**config.mk**
```make
export PLATFORM = sky130hd
export DESIGN_NAME = clk_tick_gen
export DESIGN_NICKNAME = d
export VERILOG_FILES = /design/src/rtl/clk_tick_gen.sv
export SDC_FILE = /design/constraint.sdc
export NUM_CORES = 1
export LEC_CHECK = 0
export BUFFER_PORTS_ARGS = -buffer_cell sky130_fd_sc_hd__buf_4
export CORE_UTILIZATION = 57
export DETAILED_ROUTE_END_ITERATION = 6
export PLACE_DENSITY = 0.84
export SLEW_MARGIN = 15
export SYNTH_ARGS = -nofsm -noshare
export SYNTH_HDL_FRONTEND = slang
export SYNTH_SLANG_ARGS = --single-unit
```
**constraint.sdc**
```tcl
create_clock -name clk -period 9.8 [get_ports clk]
set_clock_uncertainty 0.15 [all_clocks]
set_input_delay 0.49 -clock clk [delete_from_list [all_inputs] [get_ports clk]]
set_output_delay 0.49 -clock clk [all_outputs]
set_load 0.02 [all_outputs]
```
**src/rtl/clk_tick_gen.sv**
```systemverilog
// clk_tick_gen: free-running counter plus NCH runtime-programmable divider channels,
// each emitting a 1-cycle tick or a 50%-duty square wave.
module clk_tick_gen #(
    parameter int CNT_W = 32,
    parameter int NCH = 4,
    parameter int DIV_W = 24,
    parameter logic [DIV_W-1:0] DEF_DIV = 24'd50000,
    parameter int CH_W = 4
) (
    input  logic             clk,
    input  logic             rst,
    input  logic             en,
    input  logic             sync_clr,
    input  logic             wr_en,
    input  logic [CH_W-1:0]  wr_ch,
    input  logic [DIV_W-1:0] wr_div,
    input  logic             wr_mode,
    output logic [CNT_W-1:0] free_cnt,
    output logic [NCH-1:0]   tick,
    output logic [NCH-1:0]   sq,
    output logic [NCH-1:0]   pend
);
    localparam logic [DIV_W-1:0] ONE = 1;
    always_ff @(posedge clk or posedge rst)
        if (rst) free_cnt <= '0;
        else free_cnt <= sync_clr ? '0 : free_cnt + 1'b1;
    for (genvar i = 0; i < NCH; i++) begin : g_ch
        logic [DIV_W-1:0] c, d, sd, nd;
        logic m, sm, t, s, p, hit, w, nm;
        assign hit = wr_en && wr_ch == CH_W'(i);
        assign w = en && d != '0 && c == d - ONE;
        // a write landing on the wrap edge wins over the older shadow
        assign nd = hit ? wr_div : sd;
        assign nm = hit ? wr_mode : sm;
        assign tick[i] = t;
        assign sq[i] = s;
        assign pend[i] = p;
        always_ff @(posedge clk or posedge rst)
            if (rst) begin
                c <= '0;
                d <= DEF_DIV;
                sd <= DEF_DIV;
                m <= 1'b0;
                sm <= 1'b0;
                t <= 1'b0;
                s <= 1'b0;
                p <= 1'b0;
            end else if (sync_clr) begin
                c <= '0;
                d <= sd;
                m <= sm;
                t <= 1'b0;
                s <= 1'b0;
                p <= 1'b0;
            end else begin
                if (hit) begin
                    sd <= wr_div;
                    sm <= wr_mode;
                end
                if (w) begin
                    c <= '0;
                    d <= nd;
                    m <= nm;
                    p <= 1'b0;
                    t <= nm == m && !m;
                    s <= nm == m && m && !s;
                end else if (d == '0) begin
                    // idle channel takes a new divisor on the write edge itself
                    c <= '0;
                    t <= 1'b0;
                    s <= 1'b0;
                    if (hit) begin
                        d <= wr_div;
                        m <= wr_mode;
                    end
                end else begin
                    t <= 1'b0;
                    if (en) c <= c + ONE;
                    if (hit) p <= 1'b1;
                end
            end
    end
endmodule

```
==> metrics list, run 1 <==
- The final route contains 15590 vias.
* Required time of the worst setup path: 10080 ps
* Global Route Usage Sum: 31.45%
- Number of H-tree branching levels: 2
* Pwr dens: 182.9 nW/um^2
- Antenna Violating Nets Remaining: 0
- Dividing the detail-routed via count by the number of cells gives 6.453.
* Start of the worst register-to-register path: g_ch[0].d[0]
- Worst hold slack: 37.33 ps
- The via count of the first global-routing pass is 15260.
* # resized after CTS: 0
- The later pin in the worst-skew pair is clocked with a latency of 540 ps.
- The post-route netlist has 16.12% of its cells at a drive strength greater than 1.
- Worst hold path type: input port to async pin
* Post-Syn Area: 18870 sq um
* Post-layout total power: 3.816 mW
- Counting flops with an async set or reset pin after synthesis yields a share of 100.0%.
- Portion of the post-synthesis area used by sequential elements: 45.42%
- The area growth from synthesis to layout is 10.62%.
* Worst setup path category: register to register
* Longest Clk Path Bufs: 3
- The first global-routing pass estimated 83290 um of wire.
* Root buf cell: sky130_fd_sc_hd__clkbuf_16
- The most critical setup path has its endpoint at g_ch[0].c[1].
- Fraction of power consumed by combinational cells: 15.6%
* Placeable core area: 32540 sq um
- VDD sags by at most 0.1397 mV.
- Start point of the critical path: g_ch[0].d[0]
- Worst-case reg-to-reg path depth: 10
- The floorplan step defined a die boundary enclosing 33830 sq um.
- The flow ran to the end, and the final reports show no timing, DRC or antenna violations.
* Shortest clock period the worst path allows after layout: 4327 ps
- For the pin with the worst max-slew slack, the measured transition is 1196 ps.
- CTS tree: yes
- Startpoint types: register
- The die is 183.9 um wide.
* Residual DRC count: 0
- Hold violation count in the final report: 0
- CTS Buf Count: 36
* Setup tns final: 0 ps
* Routability congestion estimate from global placement: 0.9526
* Floorplan die height: 183.9 um
- Total nets after synthesis: 1989
- During placement, the flow inserted port buffers numbering 77.
* EDFF count, synth: 0
- Crit path capture type: register
- Max-cap violations in this run came to 0.
- In this run the core area contains 66 standard-cell rows.
- Aggregate global routing overflow: 0
- Data arrival at the endpoint of the critical path: 4610 ps
* Commonest cells after routing, fill and taps aside: sky130_fd_sc_hd__dfrtp_1 (292), sky130_fd_sc_hd__nor2_1 (205), sky130_fd_sc_hd__nand2_1 (127), sky130_fd_sc_hd__xnor2_1 (127), sky130_fd_sc_hd__xor2_1 (110)
- Before antenna repair, the detailed router went through 6 iterations.
- Unrepaired setup endpoints after global routing: no
- The routed design has 52350 um of wire.
- Setup violations remaining at the end of the flow were counted as 0.
- In the finished design, the share of the clock period the worst path needs comes to 44.16%.
- During synthesis, Yosys emitted a total of 0 warnings.
- In this run the power spent charging and discharging nets is 1.098 mW.
* Total of hold buffers inserted after clock tree synthesis: 0
- Setup slack, reg-to-reg: 5470 ps
- Yosys reg bits: 340
- Leaving out fill and tap cells, the most frequent cell in the layout is sky130_fd_sc_hd__dfrtp_1.
- Per report_power, the clock group accounts for 37.6% of the total.
- Leakage: 8.391 nW
- Along the worst path, the maximum fanout reaches 27.
- Iteration-0 DRC Markers: 1634
- Clock net sink count: 340
- Maximum number of pins on one net before global-route repair: 199
- Counting distinct cell types in the post-synthesis netlist gives 84.
- Once the clock tree was built, the setup fixing pass inserted 0 buffers.
* Max Fclk: 0.2311 GHz
- Switching Fraction: 28.77%
* Detailed placement HPWL: 36640 um
- After clock tree synthesis, the clock-pin slew on the worst setup and hold paths is 60 ps.
- The most used flip-flop cell after synthesis is sky130_fd_sc_hd__dfrtp_1.
* Initial antenna violation count: 0
- Starting density of the core: 57.98%
- Routed wire per std cell: 21.67 um
- Pint: 2.718 mW
- Top-level port count: 78
- Final net count: 1993
- Synthesis handed over a netlist of 1942 instances.
- The average instance in the mapped netlist occupies 9.715 sq um.
* Sequential power share: 46.8%
- The count of pins over their slew limit is 0.
- Max-slew headroom at the worst pin: 20.25%
- Critical R2R Capture: g_ch[0].c[1]
-- worst max-delay path: stages (launching register included) --
cell,delay [ps]
sky130_fd_sc_hd__dfrtp_1,440
sky130_fd_sc_hd__inv_1,110
sky130_fd_sc_hd__ha_1,290
sky130_fd_sc_hd__or3b_2,600
sky130_fd_sc_hd__nor4_2,570
sky130_fd_sc_hd__xnor2_1,210
sky130_fd_sc_hd__and4_1,210
sky130_fd_sc_hd__nor4bb_1,610
sky130_fd_sc_hd__a31o_2,660
sky130_fd_sc_hd__o21ai_0,170
sky130_fd_sc_hd__and2_1,180
-- flip-flops by register name, indices dropped and copies added (netlist names) --
signal	flops
g_ch.m	4
g_ch.d	96
free_cnt	32
g_ch.sm	4
g_ch.t	4
g_ch.s	4
g_ch.c	96
g_ch.p	4
g_ch.sd	96
-- synthesized netlist by cell type, types with 4 or more instances --
master	n	area, sq um
sky130_fd_sc_hd__dfrtp_1	292	7307
sky130_fd_sc_hd__nor2_1	207	777.0
sky130_fd_sc_hd__nand2_1	127	476.7
sky130_fd_sc_hd__xnor2_1	127	1112
sky130_fd_sc_hd__xor2_1	110	963.4
sky130_fd_sc_hd__a21oi_1	82	410.4
sky130_fd_sc_hd__clkbuf_1	82	307.8
sky130_fd_sc_hd__o21ai_0	75	375.4
sky130_fd_sc_hd__nand3_1	72	360.4
sky130_fd_sc_hd__mux2_2	55	619.3
sky130_fd_sc_hd__inv_1	53	198.9
sky130_fd_sc_hd__o32ai_1	50	437.9
sky130_fd_sc_hd__dfstp_2	48	1261
sky130_fd_sc_hd__nor3_1	48	240.2
sky130_fd_sc_hd__nand4_1	43	269.0
sky130_fd_sc_hd__nand2b_1	35	219.0
sky130_fd_sc_hd__nor4_1	34	212.7
sky130_fd_sc_hd__o21a_1	28	210.2
sky130_fd_sc_hd__o32a_1	26	260.3
sky130_fd_sc_hd__buf_2	25	125.1
sky130_fd_sc_hd__o221a_2	25	281.5
sky130_fd_sc_hd__or4_1	22	165.2
sky130_fd_sc_hd__and3_1	16	100.1
sky130_fd_sc_hd__or3_1	16	100.1
sky130_fd_sc_hd__a31oi_1	14	87.58
sky130_fd_sc_hd__and4_1	13	113.9
sky130_fd_sc_hd__ha_1	13	162.7
sky130_fd_sc_hd__buf_4	12	90.09
sky130_fd_sc_hd__a211oi_1	11	82.58
sky130_fd_sc_hd__and2_1	11	68.82
sky130_fd_sc_hd__nand4b_1	11	96.34
sky130_fd_sc_hd__nor2b_1	11	68.82
sky130_fd_sc_hd__mux2i_1	10	100.1
sky130_fd_sc_hd__nor3b_1	10	75.07
sky130_fd_sc_hd__nor4b_1	9	78.83
sky130_fd_sc_hd__or2_2	9	56.30
sky130_fd_sc_hd__nand3b_1	7	52.55
sky130_fd_sc_hd__o211ai_1	6	45.04
sky130_fd_sc_hd__o2111ai_1	5	43.79
sky130_fd_sc_hd__o31ai_1	5	37.54
sky130_fd_sc_hd__or3b_2	5	43.79
sky130_fd_sc_hd__a31o_2	4	35.03
sky130_fd_sc_hd__a41oi_1	4	35.03
sky130_fd_sc_hd__buf_1	4	15.01
sky130_fd_sc_hd__o22ai_1	4	25.02
-- how the worst min path moves through the flow --
stage | start | end | slack, ps | depth (start not counted)
2_1_floorplan | g_ch[2].m | g_ch[2].t | 280 | 1
3_3_place_gp | g_ch[2].m | g_ch[2].t | 300 | 1
6_report | rst | g_ch[1].c[13] | 40 | 3
5_1_grt | wr_div[21] | g_ch[3].d[21] | 80 | 2
4_1_cts | rst | g_ch[1].c[13] | 60 | 3
3_5_place_dp | g_ch[2].m | g_ch[2].t | 320 | 1
-- power groups by stage --
stage	Clock (mW)	Combinational (mW)	Sequential (mW)
after floorplan	0	0.489	1.70
after global placement	0	0.558	1.79
after detailed placement	0	0.581	1.80
after CTS	1.45	0.586	1.78
after global routing	1.50	0.655	1.80
final	1.44	0.594	1.79
-- through the flow --
stage          cell area [sq um]  worst slack [ps]  std cells  utilization, %
4_1_cts                    20810              5622       2414           63.97
5_1_grt                    20870              5343       2415           64.13
6_report                   20870              5473       2416           64.14
2_1_floorplan              18870              4653       1942               -
3_3_place_gp               19570              5650       2349           60.15
3_5_place_dp               19570              5637       2349           60.15
-- cell type report --
type / count / area (sq um)
multi-input cells: 1423 / 9578
clock inverters: 14 / 182.7
fillers: 2595 / 11670
well taps: 442 / 553.0
inverters: 53 / 202.7
diodes: 1 / 2.502
repair buffers: 92 / 723.2
clock buffers: 51 / 1059
flip-flops and latches: 340 / 8568
-- metal layers --
layer | routed length [um] | track usage (%) | up-vias | share of wire (%)
met3 | 4224 | 5.903 | 154 | 8.1
met5 | 54 | 1.185 | - | 0.10
li1 | - | - | 7029 | -
met2 | 24290 | 50.24 | 679 | 46
met1 | 21700 | 41.94 | 7726 | 41
met4 | 2085 | 13.17 | 2 | 4.0
-- cells by family after synthesis --
group | count (synthesis) | synth area share, %
buf+inv | 179 | 4.052
xor+xnor | 237 | 11.00
mux | 65 | 3.814
simple gates | 724 | 20.02
fa+ha+maj | 13 | 0.8622
compound gates | 384 | 14.84
flops | 340 | 45.42
Power figures use the tool's default switching activity.
==> run 2: changes to the inputs <==
Settings changed: CORE_UTILIZATION 57 to 63, PLACE_DENSITY 0.84 to 0.88.
Clock period 9.8 ns to 4 ns, I/O delays scaled along.
==> metrics list, run 2 (synthesis results as in run 1) <==
- Placeable core area: 29090 sq um
- Max Fclk: 0.2573 GHz
* Pwr dens: 437.4 nW/um^2
* Aggregate global routing overflow: 0
- Routability-driven placement finished with a final weighted congestion of 0.9541.
* Row Count: 62
- TritonCTS created 36 clock buffers.
- Of the available clock period, the critical path in the final layout requires 97.16%.
- Top-level port count: 78
- Commonest cells after routing, fill and taps aside: sky130_fd_sc_hd__dfrtp_1 (292), sky130_fd_sc_hd__nor2_1 (205), sky130_fd_sc_hd__nand2_1 (127), sky130_fd_sc_hd__xnor2_1 (127), sky130_fd_sc_hd__buf_4 (124)
- Area added between synthesis and finish: 13.46%
- Maximum fanout encountered on the critical timing path: 12
* Required time of the worst setup path: 4320 ps
- The worst hold path terminates at g_ch[0].p.
- In this run, the combinational gates consume 16.7% of the power.
* Outcome: finished, final reports clean
- Launch instance of the worst min-delay path: wr_ch[1]
- Start of the worst register-to-register path: g_ch[3].d[0]
- 0 antenna diodes ended up in the layout.
* Unrepaired setup endpoints after global routing: no
- Sequential cells burn 46.5% of the power.
- Setup slack, reg-to-reg: 110 ps
- Data arrival at the endpoint of the critical path: 4210 ps
- In this run the deepest clock path goes through 3 buffers.
- Worst-case reg-to-reg path depth: 10
* Net switching power: 2.750 mW
- The initial utilization of the core area, before any placement, comes to 64.85%.
- The worst hold path passes through 4 cells.
* Global Route Usage Sum: 35.68%
* Iteration-0 DRC Markers: 1685
- Measured against its own limit, the worst slew margin works out to 27.21%.
* Per-cell via count in the routed design: 6.695
- Across the VDD grid, the largest voltage drop is 0.4699 mV.
- Cell internal power was estimated by the tool at 6.611 mW.
- Slew @ Worst Pin: 1084 ps
* Final setup violating endpoints: 0
- Vias in the first global route: 16100
- Wire length of the first global-routing pass: 86260 um
- The die covers 30640 sq um.
- The die is 175.0 um wide.
* Share of post-route cells with drive strength above 1: 17.58%
- The die is 175.0 um tall.
- After detailed placement, the design holds a cell count of 2329.
- The number of endpoints with negative hold slack in the final report is 0.
- For this run, the detailed router's first-pass iteration total came to 6.
- In this run the number of H-tree levels came out at 2.
* Number of pins exceeding their max-slew limit in the final report: 0
- On the final layout, the worst hold slack is 55.09 ps.
* Post-CTS clock slew at the launch and capture registers of the worst setup and hold paths: 60 ps
* Leakage: 8.700 nW
- Routed via count: 16240
* Worst setup path category: register to register
- Of the total power, the clock network draws 36.8%.
- Once detail routing completed, the nets flagged for antenna violations numbered 0.
- Net switching is 29.38% of the power.
* Final net count: 2061
- Final Routed Wirelength: 53960 um
- Max-cap violations in this run came to 0.
* Routed wire per std cell: 22.24 um
* Clock Latency Late Sink: 550 ps
- The tree built by TritonCTS fans out to 340 sinks.
- Maximum number of pins on one net before global-route repair: 105
* Most frequent standard cell in the layout excluding fill and tap cells: sky130_fd_sc_hd__dfrtp_1
- The largest registers in the layout are g_ch.c: 96 flops, g_ch.d: 96 flops, g_ch.sd: 96 flops.
* Number of cells in the finished layout apart from fillers: 2426
- Crit path capture type: register
- Buffers added on ports: 77
- The endpoint identified for the worst register-to-register timing path is g_ch[3].d[20].
- Shortest clock period the worst path allows after layout: 3886 ps
- TritonCTS built the clock tree.
- Initial antenna violation count: 1
- Detailed placement HPWL: 37570 um
* Startpoint types: register
- Worst hold path type: input port to register
- The tree is rooted in a sky130_fd_sc_hd__clkbuf_16.
- After detailed routing, the number of remaining DRC violations is 0.
## run 2: worst max-delay path: stages (launching register included)
cell                       delay [ps]
sky130_fd_sc_hd__dfrtp_1          430
sky130_fd_sc_hd__inv_1            110
sky130_fd_sc_hd__ha_1             310
sky130_fd_sc_hd__or3b_2           550
sky130_fd_sc_hd__or4_4            460
sky130_fd_sc_hd__o311a_1          310
sky130_fd_sc_hd__o22ai_1          180
sky130_fd_sc_hd__and4bb_1         300
sky130_fd_sc_hd__a41oi_2          620
sky130_fd_sc_hd__o32a_1           290
sky130_fd_sc_hd__o21a_1           120
## run 2: per-layer routing
layer / GRT usage [%] / part of all wire (%) / vias to the layer above
met4: 17.14 / 4.9 / 2
li1: - / - / 7174
met2: 57.69 / 47 / 892
met5: 0 / 0.020 / -
met3: 6.136 / 9.0 / 208
met1: 46.77 / 39 / 7966
## run 2: final cells by class
type	count	area, sq um
multi-input cells	1424	9610
flip-flops and latches	340	8568
fillers	2024	7686
repair buffers	159	1331
clock buffers	48	1017
well taps	384	480.5
inverters	53	202.7
clock inverters	18	193.9
## run 2: what timing repair did
action / in CTS / in global routing
hold buffers: 30 / 0
endpoints found under the setup margin: 0 / 120
setup buffers: 0 / 0
gates resized for setup: 0 / 5
hold endpoints to repair: 170 / 0
## run 2: per-stage QoR
stage	setup TNS (ps)	power, mW	util (%)	setup slack (ps)	area, sq um
2_1_floorplan	-250350	5.364	-	-857.4	18870
3_3_place_gp	0	5.792	68.19	325.0	19840
3_5_place_dp	0	5.879	68.19	175.7	19840
4_1_cts	0	9.342	73.39	129.2	21350
5_1_grt	0	9.696	73.58	0.5564	21400
6_report	0	9.361	73.58	113.7	21400
## run 2: power groups by stage
stage,registers [mW],clock network (mW),logic [mW]
after floorplan,4.17,0,1.20
after global placement,4.36,0,1.43
after detailed placement,4.38,0,1.49
after CTS,4.33,3.47,1.54
after global routing,4.39,3.60,1.70
final,4.36,3.44,1.56
## run 2: worst max path at each step
stage | slack [ps] | endpoint | startpoint
after floorplan | -860 | free_cnt[0] | rst
after global placement | 320 | g_ch[3].d[5] | g_ch[3].d[0]
after detailed placement | 180 | g_ch[3].d[22] | g_ch[3].d[0]
after CTS | 130 | g_ch[0].d[17] | g_ch[0].d[0]
after global routing | 0.6 | g_ch[2].d[1] | g_ch[2].d[0]
final | 110 | g_ch[3].d[20] | g_ch[3].d[0]
==> run 3: changes to the inputs <==
Settings changed: ABC_AREA set to 1, REMOVE_ABC_BUFFERS set to 1.
==> metrics list, run 3 <==
* Outcome: finished, final reports clean
- Yosys warns: 0
* Routed wire per std cell: 16.28 um
* Startpoint types: register
- Data arrival at the endpoint of the critical path: 3950 ps
- For the pin with the worst max-slew slack, the measured transition is 995.2 ps.
* Per-cell via count in the routed design: 5.747
* Initial antenna violation count: 0
- Required time of the worst setup path: 4270 ps
* Max Fclk: 0.2713 GHz
- The worst pin sits at a relative slew slack of 33.66%.
* # fillers: 2861
- Among all cell types in the netlist, the one instantiated most often is sky130_fd_sc_hd__nand2_1.
- Crit path max-delay cell type: sky130_fd_sc_hd__dfrtp_1
* Commonest cells after routing, fill and taps aside: sky130_fd_sc_hd__nand2_1 (969), sky130_fd_sc_hd__nor2_1 (381), sky130_fd_sc_hd__inv_1 (298)
- For this design the top-level I/O count stands at 78.
- In the finished design, the share of the clock period the worst path needs comes to 92.15%.
- Crit path capture type: register
- Clock Latency Late Sink: 570 ps
* Floorplan die height: 189.5 um
* Top flop regs: g_ch.c: 96 flops, g_ch.d: 96 flops, g_ch.sd: 96 flops
- Library cell with the largest summed area after synthesis: sky130_fd_sc_hd__dfrtp_1
- Buffers added on ports: 77
* Post-Syn Area: 22140 sq um
- Clock-pin slew was measured on the worst setup and hold paths at 60 ps.
- Iteration-0 DRC Markers: 2098
* Final setup violating endpoints: 0
- In this design, the stage delay of the slowest critical-path cell is 430 ps.
* Root buf cell: sky130_fd_sc_hd__clkbuf_16
- Entering global routing, the biggest net connects 118 pins.
* Portion of synthesized cell area occupied by the leading cell type: 33.00%
- Summed over all nets, the half-perimeter wirelength after detailed placement is 42610 um.
* Longest Clk Path Bufs: 3
- The worst-case IR drop observed on VDD is 0.4047 mV.
* Placeable core area: 34540 sq um
- After global routing the overflow that remains totals 0.
- Share of post-route cells with drive strength above 1: 9.443%
- The commonest cells after synthesis are sky130_fd_sc_hd__nand2_1 (969), sky130_fd_sc_hd__nor2_1 (383), sky130_fd_sc_hd__inv_1 (300).
- CTS tree: yes
- Counting every sink on the clock net gives 340.
- Worst setup path category: register to register
* EDFF count, synth: 0
- Vias in the first global route: 20100
- Final net count: 3268
- The die covers 35900 sq um.
* Count of TritonRoute iterations in the first routing pass: 6
* Row Count: 68
- Relative to the synthesized area, the layout overhead comes to 9.319%.
- Max-cap violations in this run came to 0.
- Number of pins exceeding their max-slew limit in the final report: 0
- Proportion of register bits with asynchronous set or reset after synthesis: 100.0%
- Sorting the synthesized cells by area gives the leading types as sky130_fd_sc_hd__dfrtp_1 (33%), sky130_fd_sc_hd__nand2_1 (16%), sky130_fd_sc_hd__nand3_1 (6.6%), sky130_fd_sc_hd__nor2_1 (6.5%), sky130_fd_sc_hd__dfstp_2 (5.7%).
- For this design the static power due to leakage is 11.67 nW.
- Setup repair after global routing left no endpoint under its margin.
- Hold is met by 56.73 ps.
- Syn Inst Count: 3196
* Final non-filler cell area: 24200 sq um
* Pwr dens: 404.7 nW/um^2
- TritonCTS created 38 clock buffers.
- Across the whole layout, storage elements account for 8568 sq um.
- The initial utilization of the core area, before any placement, comes to 64.10%.
- Area of the multi-input gates: 11680 sq um
- Summing internal, switching and leakage power gives 9.795 mW.
- Portion of the post-synthesis area used by sequential elements: 38.70%
- Cells along the critical path: inv_1, ha_1, nand2_4, o21ai_1, nand2_1, nand2_1, nand2_1, nor2_1, nand3_1, nor2_4, nand3_4, nand2_4, inv_2, nand2_2, o22ai_1
- Antenna Violating Nets Remaining: 0
- Synthesis inferred 340 register bits.
* Shortest clock period the worst path allows after layout: 3686 ps
* Number of H-tree branching levels: 2
- For this run, the total global-route usage over all layers was measured as 34.05%.
- Worst setup slack before clock tree synthesis: 354.7 ps
* Width of the chip: 189.5 um
- At the end of routability-driven placement, the weighted congestion stood at 1.007.
* Maximum fanout encountered on the critical timing path: 28
- Number of inserted diodes: 0
- Placed Instance Area: 22910 sq um
- The number of endpoints with negative hold slack in the final report came to 0.
- Wire length of the first global-routing pass: 99240 um
- Least setup slack across all paths after layout: 313.9 ps
- # resized after CTS: 0
* Cell occurring most often along the worst timing path: sky130_fd_sc_hd__nand2_1
- Routed via count: 21300
- The average instance in the mapped netlist occupies 6.928 sq um.
- Final Routed Wirelength: 60340 um
* Worst hold path type: input port to register
- Main flop type after synthesis: sky130_fd_sc_hd__dfrtp_1
- Counting distinct cell types in the post-synthesis netlist gives 53.
* Residual DRC count: 0
- Most frequent standard cell in the layout excluding fill and tap cells: sky130_fd_sc_hd__nand2_1
## run 3: cell count changes in the layout (fill, tap and decap cells not counted), moves of 35 or more
cell,before,now
sky130_fd_sc_hd__nand2_1,127,969
sky130_fd_sc_hd__inv_1,52,298
sky130_fd_sc_hd__nand3_1,72,292
sky130_fd_sc_hd__nor2_1,205,381
sky130_fd_sc_hd__o21ai_0,74,202
sky130_fd_sc_hd__xnor2_1,127,38
sky130_fd_sc_hd__mux2_2,55,0
sky130_fd_sc_hd__o32ai_1,50,2
sky130_fd_sc_hd__o211ai_1,6,43
sky130_fd_sc_hd__nand2b_1,35,0
## run 3: cells by family after synthesis
| kind of cell | share of synthesized area (%) |
|---|---|
| flops | 38.70 |
| compound gates | 9.172 |
| buf+inv | 8.680 |
| xor+xnor | 5.685 |
| fa+ha+maj | 0.7346 |
| simple gates | 37.03 |
## run 3: path summary, 6_finish.rpt
kind	startpoint	cells past startpoint	slack, ps	to
min	wr_div[7]	5	60	g_ch[2].d[7]
min reg2reg	free_cnt[0]	1	340	free_cnt[0]
max reg2reg	g_ch[0].d[0]	15	310	g_ch[0].c[1]
max	g_ch[0].d[0]	15	310	g_ch[0].c[1]
min in group asynchronous	rst	3	210	g_ch[3].c[15]
max in group asynchronous	rst	4	2490	g_ch[1].sd[8]
## run 3: power breakdown
part	total (mW)	internal (mW)	switching (mW)
Sequential	4.20	3.85	0.347
Combinational	2.02	0.681	1.34
Clock	3.57	2.09	1.49
Total	9.79	6.62	3.17
## run 3: per-stage QoR
step                utilization [%]  std cells  setup TNS (ps)
finish                        70.07       3706               0
global route                  70.07       3706               0
CTS                           70.07       3706               0
detailed placement            66.34       3633               0
global placement              66.34       3633               0
floorplan                         -       3078        -1815450
## run 3: timing repair
item,in CTS,in global routing
buffers inserted,0,0
hold buffers,3,0
endpoints found under the hold margin,105,0
## run 3: metal layers
layer / global-route usage, % / vias to the layer above / share of wire, %
li1: - / 10290 / -
met1: 45.64 / 10000 / 42
met2: 55.02 / 862 / 47
met3: 5.431 / 150 / 7.6
met4: 13.99 / 0 / 3.5
met5: 0 / - / 0
## run 3: critical path, delay by kind of cell, from the launching register on
| family | cells | cell delay, ps |
|---|---|---|
| AOI/OAI and AO/OA | 2 | 390 |
| adders and majority gates | 1 | 280 |
| buffers and inverters | 2 | 220 |
| DFF | 1 | 430 |
| and+or+nand+nor | 10 | 2060 |
## run 3: cell type report
cell class	instances	area share, %
Multi-Input combinational cell	2396	48.26
Sequential cell	340	35.40
Inverter	342	5.355
Clock buffer	58	4.658
Timing Repair Buffer	103	3.432
Tap cell	455	2.352
Clock inverter	12	0.5479
